`config.mk`:
```
export PLATFORM = sky130hd
export DESIGN_NAME = nem_ohmux_sel_ctrl_flat
export DESIGN_NICKNAME = d
export VERILOG_FILES = /design/src/rtl/nem_ohmux_sel_ctrl_if.sv /design/src/rtl/nem_ohmux_sel_ctrl.sv /design/src/flat_wrapper.sv
export SDC_FILE = /design/constraint.sdc
export NUM_CORES = 1
export LEC_CHECK = 0
export CAP_MARGIN = 10
export CELL_PAD_IN_SITES_DETAIL_PLACEMENT = 2
export CELL_PAD_IN_SITES_GLOBAL_PLACEMENT = 2
export CORE_MARGIN = 4
export CORE_UTILIZATION = 29
export DETAILED_ROUTE_END_ITERATION = 8
export GPL_TIMING_DRIVEN = 0
export PLACE_DENSITY = 0.84
export SYNTH_ARGS = -nofsm -noshare
export SYNTH_HDL_FRONTEND = slang
export SYNTH_SLANG_ARGS = --single-unit
```
`constraint.sdc`:
```
create_clock -name CP -period 2.2 [get_ports CP]
set_clock_uncertainty 0.05 [all_clocks]
set_input_delay 0.44 -clock CP [delete_from_list [all_inputs] [get_ports CP]]
set_output_delay 0.44 -clock CP [all_outputs]
set_load 0.02 [all_outputs]
```
`src/rtl/nem_ohmux_sel_ctrl_if.sv`:
```
`default_nettype none
// ============================================================================
// Module      : nem_ohmux_sel_ctrl_if
// Description : Request handshake and relay-select bundle for the one-hot
//               NEM relay mux select controller.
// Revision    : 1.0
// ============================================================================
interface nem_ohmux_sel_ctrl_if;
    logic       REQ_VLD;
    logic       REQ_RDY;
    logic       REQ_EN;
    logic [1:0] REQ_SEL;
    logic       S0;
    logic       S1;
    logic       S2;
    logic       S3;
    logic       SETTLED;
    logic       ERR;

    modport master (
        output REQ_VLD, REQ_EN, REQ_SEL,
        input  REQ_RDY, S0, S1, S2, S3, SETTLED, ERR
    );

    modport slave (
        input  REQ_VLD, REQ_EN, REQ_SEL,
        output REQ_RDY, S0, S1, S2, S3, SETTLED, ERR
    );
endinterface
`default_nettype wire

```
`src/rtl/nem_ohmux_sel_ctrl.sv`:
```
`default_nettype none
// ============================================================================
// Module      : nem_ohmux_sel_ctrl
// Description : Break-before-make select sequencer for a 4-input one-hot NEM
//               relay mux, with relay pull-out/pull-in wait timing.
// Revision    : 1.0
// ============================================================================
module nem_ohmux_sel_ctrl #(
    parameter int T_OFF = 4,
    parameter int T_ON  = 6
) (
    input  wire logic            CP,
    input  wire logic            RST,
    nem_ohmux_sel_ctrl_if.slave  bus
);

    localparam int c_T_MAX = (T_OFF > T_ON) ? T_OFF : T_ON;
    localparam int c_CNT_W = $clog2(c_T_MAX + 1);
    localparam logic [c_CNT_W-1:0] c_OFF_LD = c_CNT_W'(T_OFF - 1);
    localparam logic [c_CNT_W-1:0] c_ON_LD  = c_CNT_W'(T_ON - 1);

    typedef enum logic [1:0] {
        ST_IDLE  = 2'd0,
        ST_BREAK = 2'd1,
        ST_MAKE  = 2'd2
    } state_t;

    state_t               r_state;
    state_t               w_state_nxt;
    logic [c_CNT_W-1:0]   r_cnt;
    logic [c_CNT_W-1:0]   w_cnt_nxt;
    logic [3:0]           r_sel;
    logic [3:0]           w_sel_nxt;
    logic [1:0]           r_tgt_idx;
    logic [1:0]           w_tgt_idx_nxt;
    logic                 r_tgt_en;
    logic                 w_tgt_en_nxt;
    logic                 r_err;
    logic                 r_prev_pend;
    logic                 r_prev_en;
    logic [1:0]           r_prev_sel;
    logic                 w_rdy;
    logic                 w_accept;
    logic                 w_err_set;
    logic [3:0]           w_req_onehot;

    assign w_rdy        = (r_state == ST_IDLE);
    assign w_accept     = w_rdy && bus.REQ_VLD;
    assign w_req_onehot = 4'b0001 << bus.REQ_SEL;

    // A held-but-unaccepted request must stay stable until it is taken.
    assign w_err_set = r_prev_pend &&
                       (!bus.REQ_VLD || (bus.REQ_EN != r_prev_en) || (bus.REQ_SEL != r_prev_sel));

    always_comb begin
        w_state_nxt   = r_state;
        w_cnt_nxt     = r_cnt;
        w_sel_nxt     = r_sel;
        w_tgt_idx_nxt = r_tgt_idx;
        w_tgt_en_nxt  = r_tgt_en;
        unique case (r_state)
            ST_IDLE: begin
                if (w_accept) begin
                    if (bus.REQ_EN) begin
                        if (r_sel == 4'b0000) begin
                            w_state_nxt = ST_MAKE;
                            w_cnt_nxt   = c_ON_LD;
                            w_sel_nxt   = w_req_onehot;
                        end else if (r_sel != w_req_onehot) begin
                            w_state_nxt   = ST_BREAK;
                            w_cnt_nxt     = c_OFF_LD;
                            w_sel_nxt     = 4'b0000;
                            w_tgt_idx_nxt = bus.REQ_SEL;
                            w_tgt_en_nxt  = 1'b1;
                        end
                    end else if (r_sel != 4'b0000) begin
                        w_state_nxt  = ST_BREAK;
                        w_cnt_nxt    = c_OFF_LD;
                        w_sel_nxt    = 4'b0000;
                        w_tgt_en_nxt = 1'b0;
                    end
                end
            end
            ST_BREAK: begin
                if (r_cnt == '0) begin
                    if (r_tgt_en) begin
                        w_state_nxt = ST_MAKE;
                        w_cnt_nxt   = c_ON_LD;
                        w_sel_nxt   = 4'b0001 << r_tgt_idx;
                    end else begin
                        w_state_nxt = ST_IDLE;
                    end
                end else begin
                    w_cnt_nxt = r_cnt - 1'b1;
                end
            end
            ST_MAKE: begin
                if (r_cnt == '0) begin
                    w_state_nxt = ST_IDLE;
                end else begin
                    w_cnt_nxt = r_cnt - 1'b1;
                end
            end
            default: begin
                w_state_nxt = ST_IDLE;
                w_sel_nxt   = 4'b0000;
            end
        endcase
    end

    always_ff @(posedge CP) begin
        if (RST) begin
            r_state     <= ST_IDLE;
            r_cnt       <= '0;
            r_sel       <= 4'b0000;
            r_tgt_idx   <= 2'd0;
            r_tgt_en    <= 1'b0;
            r_err       <= 1'b0;
            r_prev_pend <= 1'b0;
            r_prev_en   <= 1'b0;
            r_prev_sel  <= 2'd0;
        end else begin
            r_state     <= w_state_nxt;
            r_cnt       <= w_cnt_nxt;
            r_sel       <= w_sel_nxt;
            r_tgt_idx   <= w_tgt_idx_nxt;
            r_tgt_en    <= w_tgt_en_nxt;
            r_prev_pend <= bus.REQ_VLD && !w_rdy;
            r_prev_en   <= bus.REQ_EN;
            r_prev_sel  <= bus.REQ_SEL;
            if (w_err_set) begin
                r_err <= 1'b1;
            end
        end
    end

    assign bus.REQ_RDY = w_rdy;
    assign bus.SETTLED = w_rdy;
    assign bus.ERR     = r_err;
    assign bus.S0      = r_sel[0];
    assign bus.S1      = r_sel[1];
    assign bus.S2      = r_sel[2];
    assign bus.S3      = r_sel[3];

endmodule
`default_nettype wire

```
`src/flat_wrapper.sv`:
```
// flat-port wrapper written by rule: the top's interface ports become plain ports
module nem_ohmux_sel_ctrl_flat 
#(
    parameter int T_OFF = 4,
    parameter int T_ON  = 6
)
  (CP, RST, bus_REQ_VLD, bus_REQ_EN, bus_REQ_SEL, bus_REQ_RDY, bus_S0, bus_S1, bus_S2, bus_S3, bus_SETTLED, bus_ERR);
  nem_ohmux_sel_ctrl_if bus_i ();
  input  wire logic CP;
  input  wire logic RST;
  input wire logic [$bits(bus_i.REQ_VLD)-1:0] bus_REQ_VLD;
  input wire logic [$bits(bus_i.REQ_EN)-1:0] bus_REQ_EN;
  input wire logic [$bits(bus_i.REQ_SEL)-1:0] bus_REQ_SEL;
  output wire logic [$bits(bus_i.REQ_RDY)-1:0] bus_REQ_RDY;
  output wire logic [$bits(bus_i.S0)-1:0] bus_S0;
  output wire logic [$bits(bus_i.S1)-1:0] bus_S1;
  output wire logic [$bits(bus_i.S2)-1:0] bus_S2;
  output wire logic [$bits(bus_i.S3)-1:0] bus_S3;
  output wire logic [$bits(bus_i.SETTLED)-1:0] bus_SETTLED;
  output wire logic [$bits(bus_i.ERR)-1:0] bus_ERR;
  assign bus_i.REQ_VLD = bus_REQ_VLD;
  assign bus_i.REQ_EN = bus_REQ_EN;
  assign bus_i.REQ_SEL = bus_REQ_SEL;
  assign bus_REQ_RDY = bus_i.REQ_RDY;
  assign bus_S0 = bus_i.S0;
  assign bus_S1 = bus_i.S1;
  assign bus_S2 = bus_i.S2;
  assign bus_S3 = bus_i.S3;
  assign bus_SETTLED = bus_i.SETTLED;
  assign bus_ERR = bus_i.ERR;
  nem_ohmux_sel_ctrl #(.T_OFF(T_OFF), .T_ON(T_ON)) u_core (.CP(CP), .RST(RST), .bus(bus_i));
endmodule
```
==> results of run 1 <==
## timing repair
action                     in CTS  in global routing
buffers inserted                2                  2
pin swaps                       4                  3
cloned                          1                  0
resized for setup              13                  9
setup endpoints to repair      13                  9
## routing by layer
metal | track usage (%) | up-vias | wire, um
met3 | 2.13 | 2 | 58
met1 | 19.3 | 509 | 1570
li1 | - | 501 | -
met5 | 0 | - | 0
met4 | 2.98 | 0 | 26
met2 | 30.4 | 13 | 1770
## state kept, by name (all words and copies together), names as in the netlist
signal / cells
u_core.bus.ERR: 1
u_core.r_cnt: 3
u_core.r_prev_en: 1
u_core.r_prev_pend: 1
u_core.r_prev_sel: 2
u_core.r_sel: 4
u_core.r_state: 2
u_core.r_tgt_en: 1
u_core.r_tgt_idx: 2
## cells by family (layout without fill, tap and decap cells)
family          after synthesis  in the layout
buf+inv                      13             32
fa+ha+maj                     5              5
compound gates               34             34
xor+xnor                      3              3
flops                        17             17
mux                           3              3
simple gates                 52             52
## worst min-delay path: cells and delay by family (launching register included)
kind	cells	cell delay (ps)
flops	1	340
mux	1	50
simple gates	1	60
## final cells by class
type,count,area [sq um],share of cell area (%)
Inverter,6,22.5,1.67
Clock buffer,4,26.3,1.95
Buffer,7,48.8,3.62
Tap cell,46,57.6,4.28
Timing Repair Buffer,15,136,10.1
Sequential cell,17,345,25.7
Multi-Input combinational cell,97,709,52.7
## Yosys cell counts, types with 2 or more instances
| cell | number | area, sq um |
|---|---|---|
| a31oi_1 | 4 | 25.0 |
| o21ai_0 | 4 | 20.0 |
| a2111o_1 | 2 | 22.5 |
| o21a_1 | 2 | 15.0 |
| a21oi_1 | 12 | 60.1 |
| nor2b_1 | 5 | 31.3 |
| mux2i_1 | 3 | 30.0 |
| o41ai_1 | 2 | 17.5 |
| nand4_1 | 2 | 12.5 |
| nor3_1 | 8 | 40.0 |
| nor2_1 | 8 | 30.0 |
| nand2b_1 | 2 | 12.5 |
| a211oi_1 | 5 | 37.5 |
| clkbuf_1 | 4 | 15.0 |
| inv_1 | 6 | 22.5 |
| nor3b_1 | 3 | 22.5 |
| nand3b_1 | 2 | 15.0 |
| dfxtp_1 | 17 | 340 |
| and3_1 | 3 | 18.8 |
| nand2_1 | 9 | 33.8 |
| xnor2_1 | 3 | 26.3 |
| ha_1 | 5 | 62.6 |
## power groups by stage
| stage | clock network, W | registers, W | logic (W) |
|---|---|---|---|
| 2_1_floorplan | 0 | 0.000557 | 0.000921 |
| 3_3_place_gp | 0 | 0.000536 | 0.00128 |
| 3_5_place_dp | 0 | 0.000553 | 0.00136 |
| 4_1_cts | 0.000176 | 0.000549 | 0.00152 |
| 5_1_grt | 0.000191 | 0.000576 | 0.00176 |
| 6_report | 0.000167 | 0.000552 | 0.00159 |
## stage by stage
stage | setup slack, ps | area [sq um] | power (W) | setup TNS (ps) | util [%]
global placement | -567 | 1210 | 0.00181 | -5040 | 35.3
CTS | -30.0 | 1310 | 0.00225 | -30.0 | 38.2
floorplan | 54.0 | 1050 | 0.00148 | 0 | -
detailed placement | -677 | 1210 | 0.00192 | -6440 | 35.3
global route | -45.6 | 1350 | 0.00253 | -90.2 | 39.4
finish | 52.9 | 1350 | 0.00231 | 0 | 39.4
## worst paths after layout
path,from,end,cells after the start
max,u_core.r_sel[2],u_core.r_cnt[0],6
min,u_core.r_state[1],u_core.r_state[1],2
max reg2reg,u_core.r_sel[2],u_core.r_cnt[0],6
min reg2reg,u_core.r_state[1],u_core.r_state[1],2
==> impl_metrics.ini, run 1 <==
[placed_design]
numPortBuffers = 10
gp_congestion = 0.786
dp.cells = 183
hpwl_mm = 2.50

[global_route]
antenna_found_initial = 0
overflow = 0
grt_pass1_wl_mm = 5.62
grt_usage_pct = 16.1
grt_pass1_vias = 1125
grt_max_degree = 11

[flow_run]
maxCapViolations = 0

[synthesis]
syn_area_sq_um = 1050
async_reset_ff_share_pct = 0
synth_enable_flop_cells = 0
synth-seq-area-share_pct = 32.5
synthCells = 127
syn_area_per_cell_sq_um = 8.24
synth-simple-area-share_pct = 28.3
synth_cell_types = 38
synth_top_family_by_area = simple AND/OR/NAND/NOR gates
synthMuxAreaShare_pct = 2.87
synth_nets = 138
ys_ff_latch = 17
yosys_warnings = 0
synth_compound_area_share_pct = 22.0
synth_xor_area_share_pct = 2.51
ys.flop_type = dfxtp_1
synthAdderAreaFrac_pct = 5.98

[layout]
most-common-layout-cells = dfxtp_1, a21oi_1, nand2_1, nor2_1, nor3_1
final_cells = 192
num-fill-cells = 399
layout_commonest_cell = dfxtp_1
drive_gt1_share_pct = 17.1
fin_nets = 158
diodes = 0
area_growth_pct = 28.7

[power_and_ir_drop]
p_clk_share_pct = 7.2
switchingPower_w = 0.00109
power_leakage_nw = 0.503
power_density_nw_per_um2 = 1720
p_int_w = 0.00122
swShare_pct = 47.2
comb_power_share_pct = 68.9
vdd_drop_max_uv = 646
p_seq_share_pct = 23.9

[setup_path]
crit_required_ps = 2360
critPathTopFamily = compound AO/OA/AOI/OAI gates
crit_chain = or3b_1, a2111o_1, a211o_1, buf_6, and2_4, a311oi_2
worstSetupPathType = register to register
end_kind = register
cp_max_fo = 7
critPathMaxStageDelay_ps = 440
arrival_ps = 2300
path_buf_inv = 1
critPathSlowestCell = a2111o_1
cp-start-kind = register
r2r_slack_ps = 50

[clocking]
clkTransAtPathRegs_ps = 100
root_buffer = clkbuf_4
cts_tree = done
cts.sink_count = 17
cts_hold_buf = 0
clock_latency_ps = 290
ctsLongestPathBuffers = 2
cts_buffers = 3
htree_levels = 1

[timing]
setup_viol = 0
worst_pin_slew_ps = 816
timing.fmax_mhz = 466
timing.hold.ws_ps = 449
period_needed_ps = 2150
hold_viol = 0
rsz0062_at_grt = yes
period_share_pct = 97.6
relSlewSlack_pct = 45.1
slew_violations = 0

[die]
die_w_um = 68.1
fp.coreArea_sq_um = 3420
start_util_pct = 30.6
die_h_um = 68.1
die_area_sq_um = 4630
ios = 13
rows = 21

[run_status]
status = completed

[route]
routedWlPerCell_um = 17.8
drc_errors = 0
first_pass_iters = 4
avgViaCountPerCell = 5.34
drt-total-wl_mm = 3.43
drtIter0Drc = 25
postRouteAntennaNets = 0
num_vias = 1025

[worst_hold_path]
hp-class = register to register
(Power assumes the default switching activity.)
==> run 2, diff against run 1 <==
- CELL_PAD_IN_SITES_DETAIL_PLACEMENT: 2 -> not set
- CELL_PAD_IN_SITES_GLOBAL_PLACEMENT: 2 -> not set
- CORE_UTILIZATION: 29 -> 48
- PLACE_DENSITY: 0.84 -> 0.83
==> impl_metrics.ini, run 2 (synthesis gave the netlist of run 1 again) <==
[layout]
largest_reg_flops = 4
final_cell_area_sq_um = 1270
area_growth_pct = 21.7
diodes = 0
fin_nets = 154
top_register = u_core.r_sel
layout_commonest_cell = dfxtp_1
most-common-layout-cells = dfxtp_1, a21oi_1, nand2_1, nor2_1, nor3_1
reg_top3 = u_core.r_sel x4, u_core.r_cnt x3
drive_gt1_share_pct = 13.4

[setup_path]
worstSetupPathType = register to register
worst-path-stages = 5
worstReg2RegEnd = u_core.r_cnt[0]
r2r_slack_ps = 40
cp_max_fo = 7
critPathMaxStageDelay_ps = 680
end_kind = register
crit_required_ps = 2370
path_buf_inv = 0
critPathSlowestCell = or4_1
worstRegToRegCells = 5
arrival_ps = 2340
critPathLaunch = u_core.r_sel[0]
critPathTopFamily = simple AND/OR/NAND/NOR gates
rr_startpoint = u_core.r_sel[0]
cp-start-kind = register
crit_chain = or4_1, nor3b_4, a211oi_1, and2_4, a311oi_2

[placed_design]
numPortBuffers = 10
gp_congestion = 0.841
hpwl_mm = 1.71
postPlaceCellArea_sq_um = 1180

[run_status]
status = completed

[global_route]
overflow = 0
grt_pass1_vias = 980
grt_pass1_wl_mm = 4.08
antenna_found_initial = 0
grt_usage_pct = 19.1
grt_max_degree = 11

[timing]
setup_viol = 0
relSlewSlack_pct = 47.8
timing.fmax_mhz = 462
timing.hold.ws_ps = 422
period_needed_ps = 2160
slew_violations = 0
hold_viol = 0
worst_pin_slew_ps = 775
period_share_pct = 98.3

[die]
die_w_um = 54.7
fp.coreArea_sq_um = 2020
die_h_um = 54.7
die_area_sq_um = 2990
rows = 16
start_util_pct = 51.7
ios = 13

[flow_run]
maxCapViolations = 0

[route]
num_vias = 982
drtIter0Drc = 16
avgViaCountPerCell = 5.81
postRouteAntennaNets = 0
routedWlPerCell_um = 14.4
drt-total-wl_mm = 2.44
drc_errors = 0
first_pass_iters = 4

[worst_hold_path]
holdPathEnd = u_core.bus.ERR
hold_start = u_core.r_prev_pend
hp-class = register to register
hold_depth = 2

[clocking]
clock_latency_ps = 300
clkTransAtPathRegs_ps = 100
cts_buffers = 3
cts_hold_buf = 0
cts.sink_count = 17
root_buffer = clkbuf_4
cts_tree = done
ctsLongestPathBuffers = 2
htree_levels = 1

[power_and_ir_drop]
power_leakage_nw = 0.483
p_seq_share_pct = 25.4
p_int_w = 0.00113
swShare_pct = 46.7
power_density_nw_per_um2 = 1660
comb_power_share_pct = 66.6
vdd_drop_max_uv = 997
switchingPower_w = 0.000986
p_clk_share_pct = 8.0
## run 2: what timing repair did
item                                    4_1_cts  5_1_grt
pin swaps                                     2        0
gates resized for setup                      11        4
gates cloned                                  0        0
endpoints found under the setup margin       11        5
setup buffers                                 1        0
## run 2: worst max-delay path by stage
stage                      end
3_5_place_dp   u_core.r_cnt[0]
3_3_place_gp   u_core.r_cnt[0]
2_1_floorplan  u_core.r_cnt[0]
6_report       u_core.r_cnt[0]
4_1_cts        u_core.r_cnt[0]
5_1_grt        u_core.r_cnt[0]
## run 2: layer usage
layer  vias to the layer above  share of wire, %  GRT usage, %
met5                         -                 0             0
met1                       447                45          22.6
met3                         5               6.3          5.99
met4                         0               1.1          8.30
li1                        500                 -             -
met2                        30                47          31.3
## run 2: power groups by stage
stage,Clock [W],Combinational (W),Sequential (W)
floorplan,0,0.000921,0.000557
global placement,0,0.00124,0.000527
detailed placement,0,0.00127,0.000538
CTS,0.000176,0.00132,0.000531
global route,0.000191,0.00156,0.000546
finish,0.000169,0.00141,0.000536
## run 2: final cells by class
type / instances / area, sq um
repair buffers: 11 / 106
multi-input cells: 97 / 693
well taps: 27 / 33.8
inverters: 6 / 22.5
clock inverters: 1 / 5.00
plain buffers: 7 / 47.5
clock buffers: 3 / 22.5
flip-flops and latches: 17 / 342
fillers: 178 / 749
## run 2: worst min-delay path, cell delays in order (launching register included)
cell and delay (ps):
dfxtp_1 320, a21oi_1 50, nor2_1 70
## run 2: through the flow
step           setup WS [ps]  util, %  instances  setup TNS (ps)  power, W
6_report                36.4     62.9        169               0   0.00211
5_1_grt                -30.4     62.9        169           -37.3   0.00230
4_1_cts                 70.1     61.6        169               0   0.00203
3_5_place_dp            -628     58.5        164           -5830   0.00180
3_3_place_gp            -534     58.5        164           -4720   0.00177
2_1_floorplan           54.0        -        127               0   0.00148
==> run 3, diff against run 2 <==
- SKIP_LAST_GASP: not set -> 1
==> impl_metrics.ini, run 3 (synthesis gave the netlist of run 1 again) <==
[run_status]
status = finished, violations left
violations = setup timing

[power_and_ir_drop]
power_w = 0.00208
power_density_nw_per_um2 = 1650
vdd_drop_max_uv = 1000
power_leakage_nw = 0.476

[layout]
diodes = 0
top_register = u_core.r_sel
drive_gt1_share_pct = 13.4
area_growth_pct = 20.8
reg_top3 = u_core.r_sel x4, u_core.r_cnt x3
fin_nets = 154
layout_commonest_cell = dfxtp_1
largest_reg_flops = 4
num-fill-cells = 179
most-common-layout-cells = dfxtp_1, a21oi_1, nand2_1, nor2_1, nor3_1

[setup_path]
worstSetupPathType = register to register
crit_required_ps = 2370
cp_max_fo = 7
cp-start-kind = register
end_kind = register
arrival_ps = 2370

[route]
routedWlPerCell_um = 14.1
first_pass_iters = 4
avgViaCountPerCell = 5.76
num_vias = 974
drtIter0Drc = 22
postRouteAntennaNets = 0
drc_errors = 0
drt-total-wl_mm = 2.38

[flow_run]
maxCapViolations = 0

[die]
rows = 16
fp.coreArea_sq_um = 2020
ios = 13
start_util_pct = 51.7
die_area_sq_um = 2990
die_w_um = 54.7
die_h_um = 54.7

[timing]
setup_viol = 1
hold_viol = 0
rsz0062_at_grt = yes
relSlewSlack_pct = 48.4
worst_slack_ps = -3.81
setup-tns-final_ps = -3.81
period_share_pct = 100
slew_violations = 0
worst_pin_slew_ps = 767
timing.fmax_mhz = 454
period_needed_ps = 2200

[clocking]
root_buffer = clkbuf_4
htree_levels = 1
cts_tree = done
cts_hold_buf = 0
ctsLongestPathBuffers = 2
cts_buffers = 3
clock_latency_ps = 290
clkTransAtPathRegs_ps = 100
cts.sink_count = 17

[placed_design]
hpwl_mm = 1.71
gp_congestion = 0.841
numPortBuffers = 10
place_worst_setup_slack_ps = -628

[global_route]
grt_pass1_wl_mm = 4.02
antenna_found_initial = 0
grt_pass1_vias = 971
grt_usage_pct = 18.9
grt_max_degree = 11
overflow = 0

[worst_hold_path]
hp-class = register to register
## run 3: cell types whose count changed in the layout (fill, tap and decap cells not counted)
| cell | previous run | this run |
|---|---|---|
| dlymetal6s2s_1 | 1 | 0 |
| nor3b_4 | 1 | 0 |
| clkdlybuf4s50_1 | 6 | 7 |
| nor3b_2 | 1 | 2 |
## run 3: metrics by stage
stage | hold slack (ps) | cell area [sq um] | utilization, % | std cells
6_report | 423 | 1260 | 62.5 | 169
5_1_grt | 459 | 1260 | 62.5 | 169
2_1_floorplan | 383 | 1050 | - | 127
3_5_place_dp | 410 | 1180 | 58.5 | 164
3_3_place_gp | 391 | 1180 | 58.5 | 164
4_1_cts | 434 | 1240 | 61.4 | 169
## run 3: final timing paths
kind,depth (start not counted),start,slack [ps],to
hold / removal,2,u_core.r_prev_pend,420,u_core.bus.ERR
setup / recovery,5,u_core.r_sel[0],-4,u_core.r_cnt[0]
hold reg to reg,2,u_core.r_prev_pend,420,u_core.bus.ERR
setup reg to reg,5,u_core.r_sel[0],-4,u_core.r_cnt[0]
## run 3: cell type report
type                            count  area [sq um]  share of cell area, %
Sequential cell                    17           342                   27.0
Timing Repair Buffer               11           104                   8.22
Multi-Input combinational cell     97           687                   54.4
Clock inverter                      1          5.00                  0.396
Buffer                              7          47.5                   3.76
Tap cell                           27          33.8                   2.67
Inverter                            6          22.5                   1.78
Clock buffer                        3          22.5                   1.78
## run 3: layer usage
metal / global-route usage [%] / wire length [um] / share of wire (%) / vias to the layer above
met2: 30.7 / 1100 / 46 / 29
met1: 22.5 / 1120 / 47 / 446
met5: 0 / 0 / 0 / -
li1: - / - / - / 497
met3: 5.99 / 142 / 6.0 / 2
met4: 8.30 / 18 / 0.76 / 0
## run 3: worst max-delay path, stage by stage, from the launching register on
cell,delay [ps]
dfxtp_1,380
or4_1,630
nor3b_2,440
a211oi_1,190
and2_4,220
a311oi_2,210
## run 3: timing repair
item	4_1_cts	5_1_grt
gates resized for setup	10	3
pin swaps	2	0
setup buffers	1	0
setup endpoints to repair	11	8
hold endpoints to repair	0	0
## run 3: report_power, final
group	total, W	internal, W	switching, W
Clock	0.000167	0.0000677	0.0000998
Combinational	0.00138	0.000632	0.000748
Sequential	0.000535	0.000417	0.000118
Total	0.00208	0.00112	0.000966
